## src/rtl/ft_lockstep_unit_pkg.sv

```systemverilog
// Shared types and constants for the lockstep unit: FSM states, vote outcomes and error counter width.
// The error counter width is used only when FT_ERR_COUNTERS_EN is defined.
package ft_pkg;

  localparam int ERR_CNT_WIDTH = 16;
  localparam int RETRY_WIDTH   = 4;

  typedef enum logic [2:0] {
    RUN,
    HALT,
    REPLAY,
    RESUME,
    FAIL
  } state_t;

  typedef enum logic [1:0] {
    CLEAN,
    CORRECTED,
    UNCORRECTABLE
  } vote_t;

endpackage

```

## src/rtl/ft_lockstep_unit_if.sv

```systemverilog
// Write-back bus between the redundant cores and the lockstep unit, plus the halt/replay/resume side.
// err_cnt_o exists only when FT_ERR_COUNTERS_EN is defined.
interface ft_lockstep_unit_if
  import ft_pkg::*;
#(
  parameter int ADDR_WIDTH = 5,
  parameter int DATA_WIDTH = 32,
  parameter int NUM_CORES  = 3
);

  logic [NUM_CORES-1:0]                 we_i;
  logic [NUM_CORES-1:0][ADDR_WIDTH-1:0] addr_i;
  logic [NUM_CORES-1:0][DATA_WIDTH-1:0] data_i;
  logic [NUM_CORES-1:0][DATA_WIDTH-1:0] pc_i;
  logic                                 halt_o;
  logic                                 replay_valid_o;
  logic [ADDR_WIDTH-1:0]                replay_addr_o;
  logic [DATA_WIDTH-1:0]                replay_data_o;
  logic                                 resume_o;
  logic [DATA_WIDTH-1:0]                restore_pc_o;
  logic [NUM_CORES-1:0]                 fault_lane_o;
  logic                                 fail_o;

`ifdef FT_ERR_COUNTERS_EN
  logic [NUM_CORES-1:0][ERR_CNT_WIDTH-1:0] err_cnt_o;

  modport master (
    output we_i, addr_i, data_i, pc_i,
    input  halt_o, replay_valid_o, replay_addr_o, replay_data_o,
    input  resume_o, restore_pc_o, fault_lane_o, fail_o, err_cnt_o
  );

  modport slave (
    input  we_i, addr_i, data_i, pc_i,
    output halt_o, replay_valid_o, replay_addr_o, replay_data_o,
    output resume_o, restore_pc_o, fault_lane_o, fail_o, err_cnt_o
  );
`else
  modport master (
    output we_i, addr_i, data_i, pc_i,
    input  halt_o, replay_valid_o, replay_addr_o, replay_data_o,
    input  resume_o, restore_pc_o, fault_lane_o, fail_o
  );

  modport slave (
    input  we_i, addr_i, data_i, pc_i,
    output halt_o, replay_valid_o, replay_addr_o, replay_data_o,
    output resume_o, restore_pc_o, fault_lane_o, fail_o
  );
`endif

endinterface

```

## src/rtl/ft_lockstep_unit_voter.sv

```systemverilog
// Combinational DMR/TMR vote over the lane write-back tuples {we, addr, data, pc}.
// Produces the vote outcome, the winning tuple and a mask of outvoted lanes.
module ft_voter
  import ft_pkg::*;
#(
  parameter int ADDR_WIDTH = 5,
  parameter int DATA_WIDTH = 32,
  parameter int NUM_CORES  = 3
) (
  input  logic [NUM_CORES-1:0]                 we,
  input  logic [NUM_CORES-1:0][ADDR_WIDTH-1:0] addr,
  input  logic [NUM_CORES-1:0][DATA_WIDTH-1:0] data,
  input  logic [NUM_CORES-1:0][DATA_WIDTH-1:0] pc,
  output vote_t                                result,
  output logic                                 voted_we,
  output logic [ADDR_WIDTH-1:0]                voted_addr,
  output logic [DATA_WIDTH-1:0]                voted_data,
  output logic [DATA_WIDTH-1:0]                voted_pc,
  output logic [NUM_CORES-1:0]                 minority
);

  // Address and data only matter when the lanes actually write.
  function automatic logic tuple_eq(
    input logic                  we_a,
    input logic                  we_b,
    input logic [ADDR_WIDTH-1:0] addr_a,
    input logic [ADDR_WIDTH-1:0] addr_b,
    input logic [DATA_WIDTH-1:0] data_a,
    input logic [DATA_WIDTH-1:0] data_b,
    input logic [DATA_WIDTH-1:0] pc_a,
    input logic [DATA_WIDTH-1:0] pc_b
  );
    return (we_a == we_b) && (pc_a == pc_b) &&
           (!we_a || ((addr_a == addr_b) && (data_a == data_b)));
  endfunction

  logic eq01;

  assign eq01 = tuple_eq(we[0], we[1], addr[0], addr[1], data[0], data[1], pc[0], pc[1]);

  if (NUM_CORES == 3) begin : g_tmr
    logic       eq02;
    logic       eq12;
    logic [1:0] sel;

    assign eq02 = tuple_eq(we[0], we[2], addr[0], addr[2], data[0], data[2], pc[0], pc[2]);
    assign eq12 = tuple_eq(we[1], we[2], addr[1], addr[2], data[1], data[2], pc[1], pc[2]);

    always_comb begin
      result   = UNCORRECTABLE;
      minority = '0;
      sel      = 2'd0;
      if (eq01 && eq02) begin
        result = CLEAN;
      end else if (eq01) begin
        result   = CORRECTED;
        minority = 3'b100;
      end else if (eq02) begin
        result   = CORRECTED;
        minority = 3'b010;
      end else if (eq12) begin
        result   = CORRECTED;
        minority = 3'b001;
        sel      = 2'd1;
      end
    end

    assign voted_we   = we[sel];
    assign voted_addr = addr[sel];
    assign voted_data = data[sel];
    assign voted_pc   = pc[sel];
  end else begin : g_dmr
    assign result     = eq01 ? CLEAN : UNCORRECTABLE;
    assign minority   = '0;
    assign voted_we   = we[0];
    assign voted_addr = addr[0];
    assign voted_data = data[0];
    assign voted_pc   = pc[0];
  end

endmodule

```

## src/rtl/ft_lockstep_unit.sv

```systemverilog
// Lockstep checker: votes the lanes' write-back, keeps a shadow register file and checkpoint PC,
// and rolls the cores back by replaying the shadow on an uncorrectable mismatch. FT_ERR_COUNTERS_EN adds per-lane error counters.
module ft_lockstep_unit
  import ft_pkg::*;
#(
  parameter int ADDR_WIDTH  = 5,
  parameter int DATA_WIDTH  = 32,
  parameter int NUM_CORES   = 3,
  parameter int MAX_RETRIES = 3
) (
  input logic              clk_i,
  input logic              rst_i,
  ft_lockstep_unit_if.slave bus
);

  localparam int DEPTH = 2 ** ADDR_WIDTH;

  state_t                  state_q;
  state_t                  state_d;
  logic [RETRY_WIDTH-1:0]  retry_q;
  logic [ADDR_WIDTH-1:0]   raddr_q;
  logic [DATA_WIDTH-1:0]   ckpt_pc_q;
  logic [DATA_WIDTH-1:0]   shadow_q [DEPTH];
  logic [NUM_CORES-1:0]    fault_q;

  vote_t                   vote;
  logic                    voted_we;
  logic [ADDR_WIDTH-1:0]   voted_addr;
  logic [DATA_WIDTH-1:0]   voted_data;
  logic [DATA_WIDTH-1:0]   voted_pc;
  logic [NUM_CORES-1:0]    minority;

  logic                    commit;
  logic                    bad;
  logic                    give_up;

  ft_voter #(
    .ADDR_WIDTH (ADDR_WIDTH),
    .DATA_WIDTH (DATA_WIDTH),
    .NUM_CORES  (NUM_CORES)
  ) u_voter (
    .we         (bus.we_i),
    .addr       (bus.addr_i),
    .data       (bus.data_i),
    .pc         (bus.pc_i),
    .result     (vote),
    .voted_we   (voted_we),
    .voted_addr (voted_addr),
    .voted_data (voted_data),
    .voted_pc   (voted_pc),
    .minority   (minority)
  );

  assign commit  = (state_q == RUN) && (vote != UNCORRECTABLE);
  assign bad     = (state_q == RUN) && (vote == UNCORRECTABLE);
  assign give_up = (retry_q == RETRY_WIDTH'(MAX_RETRIES));

  always_comb begin
    state_d            = state_q;
    bus.halt_o         = 1'b0;
    bus.replay_valid_o = 1'b0;
    bus.resume_o       = 1'b0;
    bus.fail_o         = 1'b0;
    case (state_q)
      RUN: begin
        if (bad) state_d = give_up ? FAIL : HALT;
      end
      HALT: begin
        bus.halt_o = 1'b1;
        state_d    = REPLAY;
      end
      REPLAY: begin
        bus.halt_o         = 1'b1;
        bus.replay_valid_o = 1'b1;
        if (raddr_q == '1) state_d = RESUME;
      end
      RESUME: begin
        bus.resume_o = 1'b1;
        state_d      = RUN;
      end
      FAIL: begin
        bus.halt_o = 1'b1;
        bus.fail_o = 1'b1;
      end
      default: state_d = RUN;
    endcase
  end

  // The retry budget is refreshed only by real forward progress, i.e. an agreed register write.
  always_ff @(posedge clk_i) begin
    if (rst_i) begin
      state_q   <= RUN;
      retry_q   <= '0;
      raddr_q   <= '0;
      ckpt_pc_q <= '0;
      fault_q   <= '0;
    end else begin
      state_q <= state_d;
      fault_q <= commit ? minority : '0;
      if (commit) ckpt_pc_q <= voted_pc;
      if (commit && voted_we) begin
        retry_q <= '0;
      end else if (bad && !give_up) begin
        retry_q <= retry_q + RETRY_WIDTH'(1);
      end
      if (state_q == REPLAY) raddr_q <= raddr_q + ADDR_WIDTH'(1);
    end
  end

  always_ff @(posedge clk_i) begin
    if (rst_i) begin
      for (int i = 0; i < DEPTH; i++) shadow_q[i] <= '0;
    end else if (commit && voted_we) begin
      shadow_q[voted_addr] <= voted_data;
    end
  end

  assign bus.replay_addr_o = raddr_q;
  assign bus.replay_data_o = shadow_q[raddr_q];
  assign bus.restore_pc_o  = ckpt_pc_q;
  assign bus.fault_lane_o  = fault_q;

`ifdef FT_ERR_COUNTERS_EN
  logic [NUM_CORES-1:0][ERR_CNT_WIDTH-1:0] err_cnt_q;
  logic [NUM_CORES-1:0]                    bump;

  // An uncorrectable vote cannot say who was wrong, so every lane is charged.
  assign bump = bad ? '1 : (commit ? minority : '0);

  always_ff @(posedge clk_i) begin
    if (rst_i) begin
      err_cnt_q <= '0;
    end else begin
      for (int i = 0; i < NUM_CORES; i++) begin
        if (bump[i] && (err_cnt_q[i] != '1)) err_cnt_q[i] <= err_cnt_q[i] + ERR_CNT_WIDTH'(1);
      end
    end
  end

  assign bus.err_cnt_o = err_cnt_q;
`endif

endmodule

```

## src/flat_wrapper.sv

```systemverilog
// flat-port wrapper written by rule: the top's interface ports become plain ports
module ft_lockstep_unit_flat import ft_pkg::*;
#(
  parameter int ADDR_WIDTH  = 5,
  parameter int DATA_WIDTH  = 32,
  parameter int NUM_CORES   = 3,
  parameter int MAX_RETRIES = 3
)
  (clk_i, rst_i, bus_we_i, bus_addr_i, bus_data_i, bus_pc_i, bus_halt_o, bus_replay_valid_o, bus_replay_addr_o, bus_replay_data_o, bus_resume_o, bus_restore_pc_o, bus_fault_lane_o, bus_fail_o);
  ft_lockstep_unit_if #(.ADDR_WIDTH(ADDR_WIDTH), .DATA_WIDTH(DATA_WIDTH), .NUM_CORES(NUM_CORES)) bus_i ();
  input logic clk_i;
  input logic rst_i;
  input wire logic [$bits(bus_i.we_i)-1:0] bus_we_i;
  input wire logic [$bits(bus_i.addr_i)-1:0] bus_addr_i;
  input wire logic [$bits(bus_i.data_i)-1:0] bus_data_i;
  input wire logic [$bits(bus_i.pc_i)-1:0] bus_pc_i;
  output wire logic [$bits(bus_i.halt_o)-1:0] bus_halt_o;
  output wire logic [$bits(bus_i.replay_valid_o)-1:0] bus_replay_valid_o;
  output wire logic [$bits(bus_i.replay_addr_o)-1:0] bus_replay_addr_o;
  output wire logic [$bits(bus_i.replay_data_o)-1:0] bus_replay_data_o;
  output wire logic [$bits(bus_i.resume_o)-1:0] bus_resume_o;
  output wire logic [$bits(bus_i.restore_pc_o)-1:0] bus_restore_pc_o;
  output wire logic [$bits(bus_i.fault_lane_o)-1:0] bus_fault_lane_o;
  output wire logic [$bits(bus_i.fail_o)-1:0] bus_fail_o;
  assign bus_i.we_i = bus_we_i;
  assign bus_i.addr_i = bus_addr_i;
  assign bus_i.data_i = bus_data_i;
  assign bus_i.pc_i = bus_pc_i;
  assign bus_halt_o = bus_i.halt_o;
  assign bus_replay_valid_o = bus_i.replay_valid_o;
  assign bus_replay_addr_o = bus_i.replay_addr_o;
  assign bus_replay_data_o = bus_i.replay_data_o;
  assign bus_resume_o = bus_i.resume_o;
  assign bus_restore_pc_o = bus_i.restore_pc_o;
  assign bus_fault_lane_o = bus_i.fault_lane_o;
  assign bus_fail_o = bus_i.fail_o;
  ft_lockstep_unit #(.ADDR_WIDTH(ADDR_WIDTH), .DATA_WIDTH(DATA_WIDTH), .NUM_CORES(NUM_CORES), .MAX_RETRIES(MAX_RETRIES)) u_core (.clk_i(clk_i), .rst_i(rst_i), .bus(bus_i));
endmodule
```

## config.mk

```make
export PLATFORM = sky130hd
export DESIGN_NAME = ft_lockstep_unit_flat
export DESIGN_NICKNAME = d
export VERILOG_FILES = /design/src/rtl/ft_lockstep_unit_pkg.sv /design/src/rtl/ft_lockstep_unit_if.sv /design/src/rtl/ft_lockstep_unit_voter.sv /design/src/rtl/ft_lockstep_unit.sv /design/src/flat_wrapper.sv
export SDC_FILE = /design/constraint.sdc
export NUM_CORES = 2
export LEC_CHECK = 0
export ABC_CLOCK_PERIOD_IN_PS = 14700
export CAP_MARGIN = 30
export CORE_AREA = 2 2 378 380
export DETAILED_ROUTE_END_ITERATION = 8
export DIE_AREA = 0 0 380 382
export DONT_BUFFER_PORTS = 1
export PLACE_DENSITY = 0.6
export SETUP_SLACK_MARGIN = 0.1
export SLEW_MARGIN = 20
export SYNTH_ARGS = -nofsm -noshare
export SYNTH_HDL_FRONTEND = slang
export SYNTH_SLANG_ARGS = --single-unit
```

## constraint.sdc

```tcl
create_clock -name clk_i -period 14.7 [get_ports clk_i]
set_clock_uncertainty 0.15 [all_clocks]
set_input_delay 2.94 -clock clk_i [delete_from_list [all_inputs] [get_ports clk_i]]
set_output_delay 2.94 -clock clk_i [all_outputs]
set_load 0.03 [all_outputs]
```

==> impl_results.md <==
* Outcome: finished, final reports clean
* Placer Congestion at 0.887
* Core ar. at 141000 µm²
* Die area at 145000 µm²
* Worst Path Arrival at 4.82 ns
* HP Class: reg2reg
* Post-synthesis instance total at 3448
* Max Root-Sink Buffers at 3
* Pint at 0.00556 W
* Final Cycle Share at 53.8%
* Vias per cell at 6.11
* Worst hold slack at 0.371 ns
* Setup violators final at 0
* Clk pin slew, worst setup/hold paths at 0.06 ns
* Post-CTS sizing at 0
* Yosys reg bits at 1076
* P&R area growth vs syn at 11.3%
* Initial antenna violation count at 6
* Max-Cap Viols at 0
* Min-Delay Startpoint: u_core.retry_q[3]
* R2r startpoint: u_core.state_q[2]
* Crit Path Max Fanout at 40
* Async S/R FF share, synth at 0%
* Port-buffer cells at 0
* Row count at 138
* Wirelength, routed at 165000 µm
* Switch share at 26.3%
* Syn_area_per_cell at 15.1 µm²
* Final hold vios at 0
* Seq/Total Area, Yosys at 61.2%
* CTS Root Buffer Type: clkbuf_16
* ANT nets after route at 0
* Slew Limit Fails at 0
* Post-synthesis cell area at 52000 µm²
* Bufs and invs on worst path at 3
* Nets at 3468
* Netlist cell types at 52
* Min Tclk post-route at 7.91 ns
* Rel. slew slack at 21.8%
* Worst Setup End Kind: output pin
* Routed len/inst at 31.6 µm
* R2R cell count at 7
* Slew @ Worst Pin at 1.17 ns
* Sequential cell area at 31800 µm²
* Leakage at 17.2 nW
* Post-DP Area at 54200 µm²
* Slowest CP cell: buf_4
* Initial core utilization at 36.9%
* Ports at 288
* Unrepaired setup endpoints after global routing: no
* Vias at 32000
* Syn Nets at 3663
* CTS tree: built
* Psw at 0.00198 W
* Drc violations at 0
* Htree depth at 3
* Final Instance Area at 57800 µm²
* Ys Warns at 0
* Max VDD drop at 0.0965 mV
* Critical Path Max Stage Delay at 0.81 ns
* Critical Path RT at 11.61 ns
* Combinational power share at 17.1%
* Area of the multi-input gates at 18800 µm²
* Maximum clock rate at 126 MHz
* GRT overflow at 0
* Die W at 380 µm
* Layout cells sized above 1 at 26.1%
* # Post-CTS Setup Buffers at 0
* Die Y at 382 µm
* Cts hold-fix bufs at 0
* Critical path class: reg2out
* Worst path cell trace: buf_12, buf_4, buf_4, mux4_2, mux4_2, mux2_2
* Hold Path Depth at 2
* Crit path depth at 6
* CTS Sinks at 1076
* Iter 0 DRT Violations at 3783
* Crit start category: flip-flop
* Dpl hpwl at 97500 µm
* Main flop type after synthesis: edfxtp_1
* PD cells at 130 nW/µm²
* Fill cells at 12900
* Number of buffers created by CTS at 109
* Clock Power Share at 36.4%
* Number of flops mapped to enable cells by yosys at 1024
* Part of the power in registers at 46.5%
* Vias in the first global route at 32400
* First-pass GRT wire length at 239000 µm
* Clk Latency, worst-skew pair at 0.70 ns
* CP delay by family, top: buffers and inverters
* Setup TNS Final at 0 ns
* Iteration count of the initial detailed-routing pass at 5
* Total GRT Usage at 22.5%
* Pin count of the biggest net entering global routing at 200
[sequential cells by signal (all words and copies together), names as in the netlist, named ones only]
name / flops
u_core.retry_q: 4
u_core.state_q: 3
u_core.shadow_q: 1024
u_core.bus.fault_lane_o: 3
u_core.bus.restore_pc_o: 32
u_core.bus.replay_addr_o: 5
[cells in the mapped netlist (all sizes together), types with 36 or more instances]
cell type  number  area share [%]
nor2           47            0.34
nor4           42            0.51
dfxtp          52             2.0
xor2          163             2.7
edfxtp       1024              59
mux2i          70             1.3
a211oi         36            0.54
clkbuf        114            0.82
nor3         1031              11
xnor2          51            0.86
buf           321             3.8
mux4          320              14
[tightest hold or removal path: stages (launching register included)]
cell	delay, ns
dfxtp_1	0.32
o21ai_0	0.07
a221oi_1	0.07
[placed cells by master (no fill, tap or decap), types with 8 or more instances in the layout]
| cell type | instances |
|---|---|
| xnor2_1 | 51 |
| mux2_2 | 33 |
| buf_4 | 101 |
| nor3_2 | 138 |
| dfxtp_1 | 47 |
| o21bai_4 | 32 |
| mux2i_4 | 35 |
| nor4_1 | 40 |
| clkbuf_1 | 29 |
| nand2_1 | 9 |
| bufinv_16 | 8 |
| buf_16 | 16 |
| clkbuf_16 | 112 |
| nor3_1 | 893 |
| clkinv_1 | 28 |
| xor2_1 | 163 |
| o22ai_4 | 12 |
| mux4_2 | 320 |
| nor2_1 | 46 |
| clkinv_2 | 14 |
| edfxtp_1 | 1024 |
| a211oi_1 | 34 |
| nand4_1 | 22 |
| mux2i_1 | 35 |
[power by group through the flow]
stage | clock, W | combinational, W | sequential, W
after floorplan | 0 | 0.000940 | 0.00353
after global placement | 0 | 0.00126 | 0.00359
after detailed placement | 0 | 0.00128 | 0.00359
after CTS | 0.00276 | 0.00128 | 0.00353
after global routing | 0.00287 | 0.00136 | 0.00352
final | 0.00274 | 0.00129 | 0.00351
[per-layer routing]
| metal | track usage [%] | routed length [µm] |
|---|---|---|
| met1 | 29.5 | 64300 |
| met2 | 37.6 | 81700 |
| met3 | 4.19 | 13900 |
| met4 | 7.61 | 5330 |
| met5 | 0 | 38 |
[logic make-up after synthesis]
kind of cell             Yosys count  share of synthesized area (%)
multiplexers                     423                           15.9
buffers and inverters            436                           4.60
AND/OR/NAND/NOR                 1192                           13.0
adder cells (fa/ha/maj)            3                         0.0723
flip-flops                      1076                           61.2
AO/OA/AOI/OAI                    104                           1.56
XOR/XNOR                         214                           3.61
[path summary, 6_finish.rpt]
check                            to  slack, ns
max reg2reg  u_core.shadow_q[0][19]      10.15
min               u_core.retry_q[3]       0.37
max           bus_replay_data_o[29]       6.79
min reg2reg       u_core.retry_q[3]       0.37
[final cells by class]
class | count | share of cell area (%)
clock buffer | 144 | 5.11
timing repair buffer | 129 | 2.39
multi-input combinational | 1936 | 32.5
antenna | 4 | 0.0173
inverter | 1 | 0.00649
sequential | 1076 | 55.0
tap | 1890 | 4.09
clock inverter | 56 | 0.840
[per-stage QoR]
step	power, W	utilization, %	worst slack, ns	std cells
detailed placement	0.00487	38.5	6.06	5025
global route	0.00775	41.0	6.44	5232
global placement	0.00485	38.2	5.97	5009
CTS	0.00757	40.9	6.45	5225
floorplan	0.00447	-	7.57	3448
finish	0.00754	41.0	6.79	5236
No activity file was read; power rests on OpenSTA's default activity.
